**src/rtl/mmio_uart.sv**
```systemverilog
// Memory-mapped 8N1 UART on the core data port: 16-byte register window,
// zero-latency loads, TX FIFO into a serializer, deserializer into an RX FIFO.
module mmio_uart #(
  parameter int unsigned CLK_PER_BIT = 868,
  parameter int unsigned FIFO_DEPTH  = 16,
  parameter logic [31:0] IO_BASE     = 32'hFFFF_FF00
) (
  input  logic        clk,
  input  logic        rst,
  input  logic        data_we,
  input  logic [31:0] data_addr,
  input  logic [31:0] din,
  output logic [31:0] read_data,
  input  logic        uart_rxd,
  output logic        uart_txd
);

  localparam int AW = $clog2(FIFO_DEPTH);
  localparam int PW = AW + 1;
  localparam int CW = $clog2(CLK_PER_BIT);
  localparam logic [CW-1:0] BIT_END  = CW'(CLK_PER_BIT - 1);
  localparam logic [CW-1:0] HALF_END = CW'(CLK_PER_BIT / 2 - 1);
  localparam logic [PW-1:0] DEPTH    = PW'(FIFO_DEPTH);

  typedef enum logic [1:0] {
    TX_IDLE, TX_START, TX_DATA, TX_STOP
  } tx_state_e;

  typedef enum logic [2:0] {
    RX_IDLE, RX_START, RX_DATA, RX_STOP, RX_WAIT
  } rx_state_e;

  logic       hit;
  logic [1:0] sel;
  logic       wr_tx, wr_rx, wr_st;

  assign hit   = data_addr[31:4] == IO_BASE[31:4];
  assign sel   = data_addr[3:2];
  assign wr_tx = data_we & hit & (sel == 2'd0);
  assign wr_rx = data_we & hit & (sel == 2'd1);
  assign wr_st = data_we & hit & (sel == 2'd2);

  logic unused_ok;
  assign unused_ok = ^{din[31:8], data_addr[1:0]};

  logic [7:0]    tx_mem [FIFO_DEPTH];
  logic [PW-1:0] tx_wp_q, tx_rp_q, tx_lvl;
  logic          tx_full, tx_empty, tx_push, tx_pop;
  logic [7:0]    tx_head;

  tx_state_e     tx_st_q;
  logic [CW-1:0] tx_baud_q;
  logic [2:0]    tx_bit_q;
  logic [7:0]    tx_sh_q;
  logic          txd_q;

  assign tx_lvl   = tx_wp_q - tx_rp_q;
  assign tx_full  = tx_lvl == DEPTH;
  assign tx_empty = tx_lvl == '0;
  assign tx_push  = wr_tx & ~tx_full;
  assign tx_head  = tx_mem[tx_rp_q[AW-1:0]];
  assign tx_pop   = ~tx_empty &
                    ((tx_st_q == TX_IDLE) |
                     ((tx_st_q == TX_STOP) & (tx_baud_q == BIT_END)));
  assign uart_txd = txd_q;

  always_ff @(posedge clk) begin
    if (tx_push) tx_mem[tx_wp_q[AW-1:0]] <= din[7:0];
  end

  always_ff @(posedge clk or negedge rst) begin
    if (!rst) begin
      tx_wp_q <= '0;
      tx_rp_q <= '0;
    end else begin
      if (tx_push) tx_wp_q <= tx_wp_q + PW'(1);
      if (tx_pop)  tx_rp_q <= tx_rp_q + PW'(1);
    end
  end

  always_ff @(posedge clk or negedge rst) begin
    if (!rst) begin
      tx_st_q   <= TX_IDLE;
      tx_baud_q <= '0;
      tx_bit_q  <= '0;
      tx_sh_q   <= '0;
      txd_q     <= 1'b1;
    end else begin
      unique case (tx_st_q)
        TX_IDLE: begin
          if (tx_pop) begin
            tx_st_q   <= TX_START;
            tx_sh_q   <= tx_head;
            tx_baud_q <= '0;
            txd_q     <= 1'b0;
          end
        end
        TX_START: begin
          if (tx_baud_q == BIT_END) begin
            tx_baud_q <= '0;
            tx_bit_q  <= '0;
            tx_st_q   <= TX_DATA;
            txd_q     <= tx_sh_q[0];
          end else begin
            tx_baud_q <= tx_baud_q + CW'(1);
          end
        end
        TX_DATA: begin
          if (tx_baud_q == BIT_END) begin
            tx_baud_q <= '0;
            if (tx_bit_q == 3'd7) begin
              tx_st_q <= TX_STOP;
              txd_q   <= 1'b1;
            end else begin
              tx_bit_q <= tx_bit_q + 3'd1;
              tx_sh_q  <= {1'b0, tx_sh_q[7:1]};
              txd_q    <= tx_sh_q[1];
            end
          end else begin
            tx_baud_q <= tx_baud_q + CW'(1);
          end
        end
        TX_STOP: begin
          if (tx_baud_q == BIT_END) begin
            tx_baud_q <= '0;
            // Chain straight into the next start bit: no idle gap.
            if (tx_pop) begin
              tx_st_q <= TX_START;
              tx_sh_q <= tx_head;
              txd_q   <= 1'b0;
            end else begin
              tx_st_q <= TX_IDLE;
            end
          end else begin
            tx_baud_q <= tx_baud_q + CW'(1);
          end
        end
        default: tx_st_q <= TX_IDLE;
      endcase
    end
  end

  logic rx_s1_q, rx_s2_q;

  always_ff @(posedge clk or negedge rst) begin
    if (!rst) begin
      rx_s1_q <= 1'b1;
      rx_s2_q <= 1'b1;
    end else begin
      rx_s1_q <= uart_rxd;
      rx_s2_q <= rx_s1_q;
    end
  end

  rx_state_e     rx_st_q;
  logic [CW-1:0] rx_baud_q;
  logic [2:0]    rx_bit_q;
  logic [7:0]    rx_sh_q;
  logic          rx_done, rx_push, fe_set;

  assign rx_done = (rx_st_q == RX_STOP) & (rx_baud_q == BIT_END);
  assign rx_push = rx_done & rx_s2_q;
  assign fe_set  = rx_done & ~rx_s2_q;

  always_ff @(posedge clk or negedge rst) begin
    if (!rst) begin
      rx_st_q   <= RX_IDLE;
      rx_baud_q <= '0;
      rx_bit_q  <= '0;
      rx_sh_q   <= '0;
    end else begin
      unique case (rx_st_q)
        RX_IDLE: begin
          rx_baud_q <= '0;
          if (!rx_s2_q) rx_st_q <= RX_START;
        end
        RX_START: begin
          if (rx_baud_q == HALF_END) begin
            rx_baud_q <= '0;
            rx_bit_q  <= '0;
            rx_st_q   <= rx_s2_q ? RX_IDLE : RX_DATA;
          end else begin
            rx_baud_q <= rx_baud_q + CW'(1);
          end
        end
        RX_DATA: begin
          if (rx_baud_q == BIT_END) begin
            rx_baud_q <= '0;
            rx_sh_q   <= {rx_s2_q, rx_sh_q[7:1]};
            rx_bit_q  <= rx_bit_q + 3'd1;
            if (rx_bit_q == 3'd7) rx_st_q <= RX_STOP;
          end else begin
            rx_baud_q <= rx_baud_q + CW'(1);
          end
        end
        RX_STOP: begin
          if (rx_baud_q == BIT_END) begin
            rx_baud_q <= '0;
            rx_st_q   <= rx_s2_q ? RX_IDLE : RX_WAIT;
          end else begin
            rx_baud_q <= rx_baud_q + CW'(1);
          end
        end
        RX_WAIT: begin
          if (rx_s2_q) rx_st_q <= RX_IDLE;
        end
        default: rx_st_q <= RX_IDLE;
      endcase
    end
  end

  logic [7:0]    rx_mem [FIFO_DEPTH];
  logic [PW-1:0] rx_wp_q, rx_rp_q, rx_lvl;
  logic          rx_full, rx_empty, rx_pop, rx_wr;
  logic [7:0]    rx_head;

  assign rx_lvl   = rx_wp_q - rx_rp_q;
  assign rx_full  = rx_lvl == DEPTH;
  assign rx_empty = rx_lvl == '0;
  assign rx_pop   = wr_rx & ~rx_empty;
  assign rx_wr    = rx_push & (~rx_full | rx_pop);
  assign rx_head  = rx_mem[rx_rp_q[AW-1:0]];

  always_ff @(posedge clk) begin
    if (rx_wr) rx_mem[rx_wp_q[AW-1:0]] <= rx_sh_q;
  end

  always_ff @(posedge clk or negedge rst) begin
    if (!rst) begin
      rx_wp_q <= '0;
      rx_rp_q <= '0;
    end else begin
      if (rx_wr)  rx_wp_q <= rx_wp_q + PW'(1);
      if (rx_pop) rx_rp_q <= rx_rp_q + PW'(1);
    end
  end

  logic rx_ovf_q, fe_q, tx_ovf_q;
  logic rx_ovf_d, fe_d, tx_ovf_d;

  // A set in the same cycle as a software clear takes priority.
  assign rx_ovf_d = (rx_push & ~rx_wr) | (rx_ovf_q & ~(wr_st & din[3]));
  assign fe_d     = fe_set | (fe_q & ~(wr_st & din[4]));
  assign tx_ovf_d = (wr_tx & tx_full) | (tx_ovf_q & ~(wr_st & din[5]));

  always_ff @(posedge clk or negedge rst) begin
    if (!rst) begin
      rx_ovf_q <= 1'b0;
      fe_q     <= 1'b0;
      tx_ovf_q <= 1'b0;
    end else begin
      rx_ovf_q <= rx_ovf_d;
      fe_q     <= fe_d;
      tx_ovf_q <= tx_ovf_d;
    end
  end

  logic [31:0] status;
  assign status = {26'b0, tx_ovf_q, fe_q, rx_ovf_q,
                   tx_empty & (tx_st_q == TX_IDLE),
                   tx_full, ~rx_empty};

  always_comb begin
    read_data = '0;
    if (hit) begin
      unique case (sel)
        2'd0: read_data = '0;
        2'd1: read_data = rx_empty ? 32'b0 : {24'b0, rx_head};
        2'd2: read_data = status;
        2'd3: read_data = {{(32-PW){1'b0}}, rx_lvl};
        default: read_data = '0;
      endcase
    end
  end

endmodule

```
**config.mk**
```make
export PLATFORM = sky130hd
export DESIGN_NAME = mmio_uart
export DESIGN_NICKNAME = d
export VERILOG_FILES = /design/src/rtl/mmio_uart.sv
export SDC_FILE = /design/constraint.sdc
export NUM_CORES = 1
export LEC_CHECK = 0
export ABC_AREA = 1
export CELL_PAD_IN_SITES_DETAIL_PLACEMENT = 1
export CELL_PAD_IN_SITES_GLOBAL_PLACEMENT = 1
export CORE_UTILIZATION = 30
export CTS_BUF_LIST = sky130_fd_sc_hd__clkbuf_4 sky130_fd_sc_hd__clkbuf_8 sky130_fd_sc_hd__clkbuf_16
export DETAILED_ROUTE_END_ITERATION = 12
export PLACE_DENSITY = 0.62
export SYNTH_ARGS = -nofsm -noshare
export SYNTH_HDL_FRONTEND = slang
export SYNTH_SLANG_ARGS = --single-unit
```
**constraint.sdc**
```tcl
create_clock -name clk -period 7.2 [get_ports clk]
set_clock_uncertainty 0.2 [all_clocks]
set_input_delay 2.16 -clock clk [delete_from_list [all_inputs] [get_ports clk]]
set_output_delay 2.16 -clock clk [all_outputs]
set_load 0.02 [all_outputs]
```
==> results of run 1 <==
==> where the power goes <==
group	total (uW)	switching, uW	internal (uW)	leakage [uW]
logic	65.2	43.0	22.3	0.00282
clock network	1840	768	1070	0.000583
registers	2040	0.227	2040	0.00361
==> metrics by stage <==
stage / power (uW) / hold WS, ns
after floorplan: 2104 / 0.1452
after global placement: 2142 / 0.1489
after detailed placement: 2143 / 0.1489
after CTS: 3984 / 0.1577
after global routing: 4056 / 0.1597
final: 3939 / 0.1558
==> metal layers <==
metal,GRT usage,vias to the layer above
li1,-,5129
met1,0.2078,5266
met2,0.2764,172
met3,0.02501,60
met4,0.04534,0
met5,0,-
==> worst register-to-register path, stage by stage (launching register included) <==
cell      delay (ns)
dfrtp_1         0.32
buf_4           0.22
clkinv_1        0.40
ha_1            0.50
nand3_1         0.11
nand3_1         0.18
xnor2_4         0.27
nor2_4          0.08
nand2_4         0.18
nand3_4         0.14
nor2_1          0.78
==> placed cells by master (no fill, tap or decap), types with 27 or more instances in the layout <==
cell and count:
dfrtp_1 68, nor2_1 186, clkbuf_16 37, o21ai_0 76, nand2_1 404, edfxtp_1 256, nand3_1 138, clkdlybuf4s50_1 49
nor3_1 27, inv_1 73, buf_4 28, a21oi_1 34, ha_1 30
==> synthesized netlist by cell type (2+ instances only) <==
cell type and count:
dfstp_2 3, o21ai_0 76, nand3_4 5, ha_1 30, clkinv_1 2, a22o_1 2
edfxtp_1 256, a22oi_1 2, inv_1 74, a21oi_1 34, nand3_1 138, inv_2 9
dfrtp_1 70, buf_6 3, nand2_1 404, o21ai_1 8, nor2_2 2, o31ai_1 3
nand2_2 5, buf_4 29, nor3_1 27, xor2_1 14, o22ai_1 9, nor3_2 2
nor2_1 186, buf_1 4, or2_2 2, clkbuf_1 16, nand4_1 13, xnor2_1 5
o211ai_1 4, buf_2 25, o21bai_1 2, nand2_4 3
==> state kept, by name (all words and copies together) (netlist names) <==
signal / flops
tx_st_q: 2
tx_mem: 128
tx_wp_q: 5
fe_q: 1
rx_sh_q: 8
rx_baud_q: 10
tx_bit_q: 3
rx_wp_q: 5
rx_mem: 128
uart_txd: 1
rx_bit_q: 3
rx_ovf_q: 1
rx_st_q: 3
tx_sh_q: 8
tx_rp_q: 5
rx_s2_q: 1
tx_baud_q: 10
rx_rp_q: 5
rx_s1_q: 1
tx_ovf_q: 1
==> logic make-up after synthesis <==
group           share of synthesized area
fa+ha+maj                         0.02611
compound gates                    0.05503
buf+inv                           0.05090
flops                              0.6286
simple gates                       0.2253
xor+xnor                          0.01388
other cells                     0.0002477
==> worst paths after layout <==
path / from / end / slack [ns]
setup / recovery: data_addr[29] / read_data[0] / 0.32
hold / removal: rx_s1_q / rx_s2_q / 0.16
setup reg to reg: rx_rp_q[2] / rx_mem[5][5] / 3.45
hold reg to reg: rx_s1_q / rx_s2_q / 0.16
max in group asynchronous: rst / tx_rp_q[0] / 4.43
min in group asynchronous: rst / rx_st_q[1] / 1.38
==> cell type report <==
type,count,area (um2),share of cell area
clock inverters,22,185.2,0.01061
flip-flops and latches,329,9520,0.5453
repair buffers,77,700.7,0.04013
clock buffers,42,963.4,0.05518
inverters,85,319.1,0.01827
multi-input cells,1021,4940,0.2829
well taps,664,830.8,0.04759
==> impl_results.md, run 1 <==
- Setup ws final: 0.3198 ns
- Minimum clock period: 6.880 ns
- Antenna cells: 0
- Post-Route WL: 40.06 mm
- Final hold viol count: 0
- Met2 routed WL: 19.31 mm
- Critical Path RT: 4.84 ns
- Via count: 10.63k
- Worst r2r path cells: 10
- Initial Util: 0.3068
- Initial antenna violation count: 0
- Register bit total from synthesis: 329
- # fillers: 5,602
- Final core utilization: 0.3537
- DP Cell Count: 2,176
- Critical-path top delay cell: clkdlybuf4s50_1
- Post-route insts no fill: 2,240
- RSZ-0062 raised after global routing: no
- Residual DRC: 0
- Initial drt markers: 600
- Hold Path Cell Cnt: 0
- Hpwl dp: 25.37 mm
- Top cell type by total area after synthesis: edfxtp_1
- GRT overflow: 0
- Yosys warning count: 0
- Max FO, Critical Path: 4
- CTS tree: yes
- Tightest Pin Transition: 1.169 ns
- FP Rows: 81
- Status: finished, final reports clean
- Syn_area_per_cell: 10.17 um2
- WS Path Type: in2out
- Routed wire per std cell: 17.88 um
- Placer Congestion: 0.7795
- Share of cells above drive strength 1: 0.08249
- Post-DRT Antenna Nets: 0
- CTS sink count: 329
- Top sig layer: met4
- Pins Over Slew Limit: 0
- P_leak: 0.007017 uW
- Die height: 226.7 um
- Ports: 101
- Sequential fraction of the synthesis area: 0.6286
- Vias/cell: 4.744
- Slew HR: 0.2194
- Power per cell area: 225.6 nW/um2
- CTS Buf Count: 37
- Peak VDD IR: 0.1808 mV
- Top delay family on crit path: buffers and inverters
- Setup TNS: 0 ns
- CTS max path bufs: 3
- Hold buffer count at CTS: 0
- Cell count after synthesis: 1,489
- Post-placement setup slack: 0.3555 ns
- Worst path cell trace: clkdlybuf4s50_1 > nand4_1 > nor3_2 > nand2_2 > inv_1 > nand2_1 > a21oi_1 > clkdlybuf4s50_1
- Max Freq: 145.3 MHz
- Synth area leaders: edfxtp_1, dfrtp_1, nand2_1
- Critical Path Source Type: input port
- Asr flop ratio synth: 0.2219
- Ys flop type: edfxtp_1
- Clock-pin slew on the worst setup and hold paths: 0.06 ns
- PortBufs: 50
- Area delta synth->final: 15.30%
- Met3 wire len: 1.631 mm
- H-tree lvl count: 2
- Final setup viols: 0
- Final period util: 0.9556
- Setup crit end kind: output port
- Post-synth EDFFs: 256
- Post-Syn Area: 15,140 um2
- First-pass GRT wire length: 63.78 mm
- Most frequent CP cell: clkdlybuf4s50_1
- Vias in the first global route: 11.21k
- Worst-Skew Late Latency: 0.54 ns
- Worst path bufs/invs: 3
- CP Depth: 8
- Netlist cell types: 56
- Area after DPL: 16,310 um2
- Initial DRT Pass Iterations: 5
- Die ar.: 51,370 um2
- Critical Path AT: 4.52 ns
- Share of the synthesized area in the top cell type: 0.5077
- Fin area: 17,460 um2
- CTS resizes: 0
- Setup bufs post-CTS: 0
- Largest net degree at the start of global routing: 68
- Clock Tree Root: clkbuf_16
- Core area: 49,360 um2
- GRT Total Usage: 0.1606
- Nets@finish: 1,650
- Critical Path Max Stage Delay: 0.69 ns
- Max_cap viols: 0
- Die X-Extent: 226.7 um
- Worst hold path type: reg2reg
- Met1 WL: 18.21 mm
Note: power is estimated with default switching activity, not from simulation.
==> run 2: changes to the inputs <==
--- a/config.mk
+++ b/config.mk
@@ -8,10 +8,11 @@
 export ABC_AREA = 1
 export CELL_PAD_IN_SITES_DETAIL_PLACEMENT = 1
 export CELL_PAD_IN_SITES_GLOBAL_PLACEMENT = 1
-export CORE_UTILIZATION = 30
+export CORE_UTILIZATION = 54
 export CTS_BUF_LIST = sky130_fd_sc_hd__clkbuf_4 sky130_fd_sc_hd__clkbuf_8 sky130_fd_sc_hd__clkbuf_16
 export DETAILED_ROUTE_END_ITERATION = 12
-export PLACE_DENSITY = 0.62
+export DONT_BUFFER_PORTS = 1
+export PLACE_DENSITY = 0.91
 export SYNTH_ARGS = -nofsm -noshare
 export SYNTH_HDL_FRONTEND = slang
 export SYNTH_SLANG_ARGS = --single-unit
==> run 2 against run 1 <==
Die area is 44% lower; total power increased by 1.6%; via count rose by 4.2%; sequential power about the same; sequential share of layout area up 2.7 points; count of clock-buffer cells in the layout is 8 higher; setup slack improved by 0.60 ns; critical path depth increased by 1; cell area decreased by 4.7%; flip-flop and latch count is the same; hold slack lost 0.0018 ns; core utilization rose by 26 points; critical endpoint is now read_data[7].
==> impl_results.md, run 2 (synthesized netlist as in run 1, its figures left out) <==
- Setup TNS: 0 ns
- Critical Path AT: 3.92 ns
- Hpwl dp: 26.77 mm
- Slew HR: 0.1684
- Met1 GRT Util: 0.3321
- Sequential fraction of design power: 0.509
- Die ar.: 28,720 um2
- CTS resizes: 0
- Worst hold path type: reg2reg
- WS Path Type: reg2out
- GRT Total Usage: 0.3018
- Initial DRT Pass Iterations: 5
- # fillers: 2,940
- Commonest non-fill, non-tap cell in the layout: nand2_1
- Final period util: 0.8717
- Clock-pin slew on the worst setup and hold paths: 0.06 ns
- Via count: 11.07k
- RSZ-0062 raised after global routing: no
- Setup bufs post-CTS: 0
- Most Crowded Layer GR: met2
- Share of cells above drive strength 1: 0.08355
- Max Freq: 159.3 MHz
- Max_cap viols: 0
- Largest net degree at the start of global routing: 74
- Critical Path Source Type: flop
- Ports: 101
- Antenna cells: 0
- Residual DRC: 0
- Power per cell area: 240.6 nW/um2
- Status: finished, final reports clean
- Worst R2R Start: rx_rp_q[2]
- Initial drt markers: 817
- Post-DRT Antenna Nets: 0
- Int Power: 3226 uW
- FP Rows: 60
- Pins Over Slew Limit: 0
- Vias in the first global route: 12.29k
- Sw frac: 0.1942
- CTS max path bufs: 3
- Initial Util: 0.5556
- Worst-Skew Late Latency: 0.52 ns
- Nets@finish: 1,590
- H-tree lvl count: 2
- Grt met2 use: 0.5556
- Worst Hold End: rx_s2_q
- Hold_sp: rx_s1_q
- CTS tree: yes
- M3 GR Usage: 0.04454
- Setup crit end kind: output port
- Die X-Extent: 169.5 um
- Vias/cell: 5.851
- Placer Congestion: 0.8386
- Final setup viols: 0
- Post-route insts no fill: 1,892
- Tightest Pin Transition: 1.238 ns
- Net Sw Power: 777.3 uW
- Peak VDD IR: 0.2077 mV
- Routed wire per std cell: 22.32 um
- First-pass GRT wire length: 65.51 mm
- Clock power share: 0.486
- Final hold viol count: 0
- Gate power share: 0.005
- Die height: 169.5 um
- Worst r2r path cells: 11
- Core area: 27,250 um2
- Critical Path RT: 4.84 ns
- GRT overflow: 0
- Hold buffer count at CTS: 0
- Hold Path Cell Cnt: 0
- Worst hold margin: 0.1540 ns
- Critical R2R Capture: rx_mem[14][1]
- P_leak: 0.006826 uW
- Post-Route WL: 42.23 mm
- PortBufs: 0
- CTS Buf Count: 37
- DP Cell Count: 1,824
- Clock Tree Root: clkbuf_16
- Initial antenna violation count: 0
- Max FO, Critical Path: 15
- Reg2reg setup slack: 2.74 ns
- Minimum clock period: 6.277 ns
- Area delta synth->final: 9.891%
- Most frequent cells in the layout: nand2_1, edfxtp_1, nor2_1
- CTS sink count: 329
## run 2: cell types whose count changed in the layout (fill, tap and decap cells not counted), moves of 2 or more
cell | previous run | this run
clkbuf_16 | 37 | 39
nor3_2 | 2 | 4
clkbuf_4 | 5 | 10
clkinv_2 | 11 | 8
buf_4 | 28 | 17
clkinv_1 | 8 | 6
nor3_1 | 27 | 25
clkdlybuf4s50_1 | 49 | 0
## run 2: power by group through the flow
stage / sequential, uW / clock [uW] / combinational [uW]
after CTS: 2040 / 1960 / 18.5
after global placement: 2080 / 0 / 17.9
final: 2040 / 1950 / 18.8
after floorplan: 2080 / 0 / 26.7
after detailed placement: 2080 / 0 / 18.4
after global routing: 2040 / 2020 / 20.5
## run 2: how the worst max path moves through the flow
stage	from	endpoint	slack (ns)	depth (start not counted)
global route	rx_rp_q[2]	read_data[7]	0.80	9
global placement	data_addr[2]	read_data[5]	1.28	6
finish	rx_rp_q[2]	read_data[7]	0.92	9
CTS	rx_rp_q[2]	read_data[7]	1.0	9
detailed placement	data_addr[2]	read_data[3]	1.22	6
floorplan	data_addr[2]	read_data[3]	1.65	6
## run 2: layer usage
layer,wire length (um),up-vias
met5,0,-
met4,2323,0
met3,2008,147
met2,22250,376
met1,15650,5539
li1,-,5008
## run 2: metrics by stage
step	utilization	power, uW	worst slack [ns]	cell area, um2
after floorplan	-	2104	1.651	15230
after global placement	0.5641	2095	1.281	15370
after detailed placement	0.5641	2096	1.224	15370
after CTS	0.6102	4020	0.9975	16630
after global routing	0.6106	4073	0.7982	16640
final	0.6106	4003	0.9235	16640
## run 2: critical path, cell delays in order (launching register included)
cell and delay (ns):
dfrtp_1 0.79, clkinv_1 0.61, ha_1 0.53, a21oi_1 0.28, nand2_1 0.10, nand2_1 0.08
nand2_1 0.11, nand3_4 0.16, nand3_1 0.19, nor2_1 0.55
## run 2: cell type report
cell class	instances	area, um2	share of cell area
flip-flops and latches	329	9520	0.5721
multi-input cells	1021	4950	0.2975
clock buffers	50	1065	0.06399
well taps	372	465.4	0.02797
inverters	85	319.1	0.01917
clock inverters	18	192.7	0.01158
repair buffers	17	127.6	0.007670
==> run 3: changes to the inputs <==
==> config.mk (replaced) <==
export PLATFORM = sky130hd
export DESIGN_NAME = mmio_uart
export DESIGN_NICKNAME = d
export VERILOG_FILES = /design/src/rtl/mmio_uart.sv
export SDC_FILE = /design/constraint.sdc
export NUM_CORES = 1
export LEC_CHECK = 0
export CELL_PAD_IN_SITES_DETAIL_PLACEMENT = 1
export CELL_PAD_IN_SITES_GLOBAL_PLACEMENT = 1
export CORE_UTILIZATION = 45
export CTS_BUF_LIST = sky130_fd_sc_hd__clkbuf_4 sky130_fd_sc_hd__clkbuf_8 sky130_fd_sc_hd__clkbuf_16
export DETAILED_ROUTE_END_ITERATION = 12
export DONT_BUFFER_PORTS = 1
export PLACE_DENSITY = 0.76
export SYNTH_ARGS = -nofsm -noshare
export SYNTH_HDL_FRONTEND = slang
export SYNTH_SLANG_ARGS = --single-unit
==> run 3 against run 2 <==
Cell count is 25% lower; clock power fell by 4%; routed wire length is 23% lower; sequential share of layout area increased by 1.8 points; largest cell class unchanged; highest routed layer unchanged.
==> impl_results.md, run 3 <==
- Initial DRT Pass Iterations: 6
- Hold buffer count at CTS: 0
- Power per cell area: 244.4 nW/um2
- Post-Syn Area: 14,520 um2
- Syn_area_per_cell: 14.94 um2
- Worst-Skew Late Latency: 0.52 ns
- M3 GR Usage: 0.03530
- Max_cap viols: 0
- Synth area leaders: edfxtp_1, dfrtp_1, mux4_2
- Peak VDD IR: 0.2197 mV
- Worst hold margin: 0.1631 ns
- Post-DRT Antenna Nets: 0
- Netlist cell types: 73
- CTS max path bufs: 3
- RSZ-0062 raised after global routing: no
- Commonest non-fill, non-tap cell in the layout: edfxtp_1
- Final period util: 0.8691
- Placer Congestion: 0.8186
- Pins Over Slew Limit: 0
- Antenna cells: 0
- Vias/cell: 5.838
- Count leader, synth: edfxtp_1
- Vias in the first global route: 8,799
- Most Crowded Layer GR: met2
- Setup bufs post-CTS: 0
- CTS tree: yes
- Hpwl dp: 20.65 mm
- PortBufs: 0
- Most frequent cells in the layout: edfxtp_1, nand2_1, dfrtp_1
- Register bit total from synthesis: 329
- Initial drt markers: 544
- Initial antenna violation count: 0
- Minimum clock period: 6.258 ns
- Setup crit end kind: output port
- P_leak: 0.005861 uW
- Slew HR: 0.3603
- Sequential fraction of the synthesis area: 0.6553
- Worst hold path type: reg2reg
- Cell count after synthesis: 972
- GRT Total Usage: 0.2036
- Post-synth EDFFs: 256
- Final hold viol count: 0
- Die height: 181.7 um
- Share of cells above drive strength 1: 0.1854
- Clock-pin slew on the worst setup and hold paths: 0.06 ns
- Critical Path AT: 3.90 ns
- Post-Route WL: 32.65 mm
- CTS resizes: 0
- Setup TNS: 0 ns
- CTS sink count: 329
- Die ar.: 33,000 um2
- Max FO, Critical Path: 8
- Routed wire per std cell: 23.06 um
- Met1 GRT Util: 0.2574
- Tightest Pin Transition: 0.9595 ns
- Post-synth top cells: edfxtp_1, nand2_1, dfrtp_1
- Critical Path Source Type: input port
- WS Path Type: in2out
- Grt met2 use: 0.3538
- Initial Util: 0.4591
- Clock Tree Root: clkbuf_16
- Asr flop ratio synth: 0.2219
- CTS Buf Count: 37
- # fillers: 3,028
- Top cell type by total area after synthesis: edfxtp_1
- Nets@finish: 1,085
- Max Freq: 159.8 MHz
- FP Rows: 65
- Ports: 101
- Share of the synthesized area in the top cell type: 0.5293
- Status: finished, final reports clean
- Residual DRC: 0
- Largest net degree at the start of global routing: 77
- Final setup viols: 0
- Yosys warning count: 0
- H-tree lvl count: 2
- Area delta synth->final: 10.98%
- Via count: 8,266
- Die X-Extent: 181.7 um
- First-pass GRT wire length: 51.17 mm
- Ys flop type: edfxtp_1
- Core area: 31,640 um2
- Critical Path RT: 4.84 ns
- GRT overflow: 0
run 3: cell count changes after synthesis, moves of 24 or more:
cell / change
mux4_2: +46
inv_1: -55
nand2_1: -332
nor2_1: -148
mux2_2: +43
o21ai_0: -28
nor2b_1: +24
nand3_1: -103
run 3: area by class of cell:
type | count | area [um2] | share of cell area
clock inverters | 21 | 215.2 | 0.01335
inverters | 19 | 71.32 | 0.004424
clock buffers | 46 | 1006 | 0.06241
flip-flops and latches | 329 | 9520 | 0.5906
multi-input cells | 583 | 4683 | 0.2905
well taps | 402 | 503.0 | 0.03120
repair buffers | 16 | 120.1 | 0.007452
run 3: logic make-up after synthesis:
kind of cell / share of synthesized area
flip-flops: 0.6553
AND/OR/NAND/NOR: 0.09709
multiplexers: 0.1081
other: 0.0002582
XOR/XNOR: 0.01447
adder cells (fa/ha/maj): 0.02722
buffers and inverters: 0.02817
AO/OA/AOI/OAI: 0.06935
run 3: power by group:
group / internal [uW] / switching [uW]
Combinational: 2.54 / 13.1
Clock: 1140 / 744
Sequential: 2040 / 1.68
Total: 3180 / 758
run 3: worst max-delay path, stage by stage:
cell and delay, ns:
or4b_4 0.53, nor4_4 0.30, nand2_1 0.32, a31oi_1 0.58
run 3: routing by layer:
layer,vias to the layer above,share of wire
li1,3743,-
met1,4263,0.42
met2,195,0.51
met3,65,0.044
met4,0,0.029
met5,-,0
run 3: worst paths after layout:
kind                               from            to  slack, ns  cells after the start
hold reg to reg                 rx_s1_q       rx_s2_q       0.16                      0
min in group asynchronous           rst    rx_rp_q[3]       1.14                      0
setup reg to reg             rx_rp_q[2]  rx_mem[7][7]       3.09                      8
max in group asynchronous           rst       rx_s2_q       5.44                      0
hold / removal                  rx_s1_q       rx_s2_q       0.16                      0
setup / recovery           data_addr[5]  read_data[2]       0.94                      4
run 3: stage by stage:
| stage | area [um2] | std cells | power (uW) | util | worst slack (ns) |
|---|---|---|---|---|---|
| 3_5_place_dp | 14900 | 1349 | 2094 | 0.4709 | 0.9332 |
| 3_3_place_gp | 14900 | 1349 | 2094 | 0.4709 | 0.9887 |
| 4_1_cts | 16120 | 1416 | 3980 | 0.5095 | 0.9222 |
| 5_1_grt | 16120 | 1416 | 4040 | 0.5095 | 0.8243 |
| 6_report | 16120 | 1416 | 3939 | 0.5095 | 0.9425 |
| 2_1_floorplan | 14610 | 995 | 2104 | - | 1.263 |
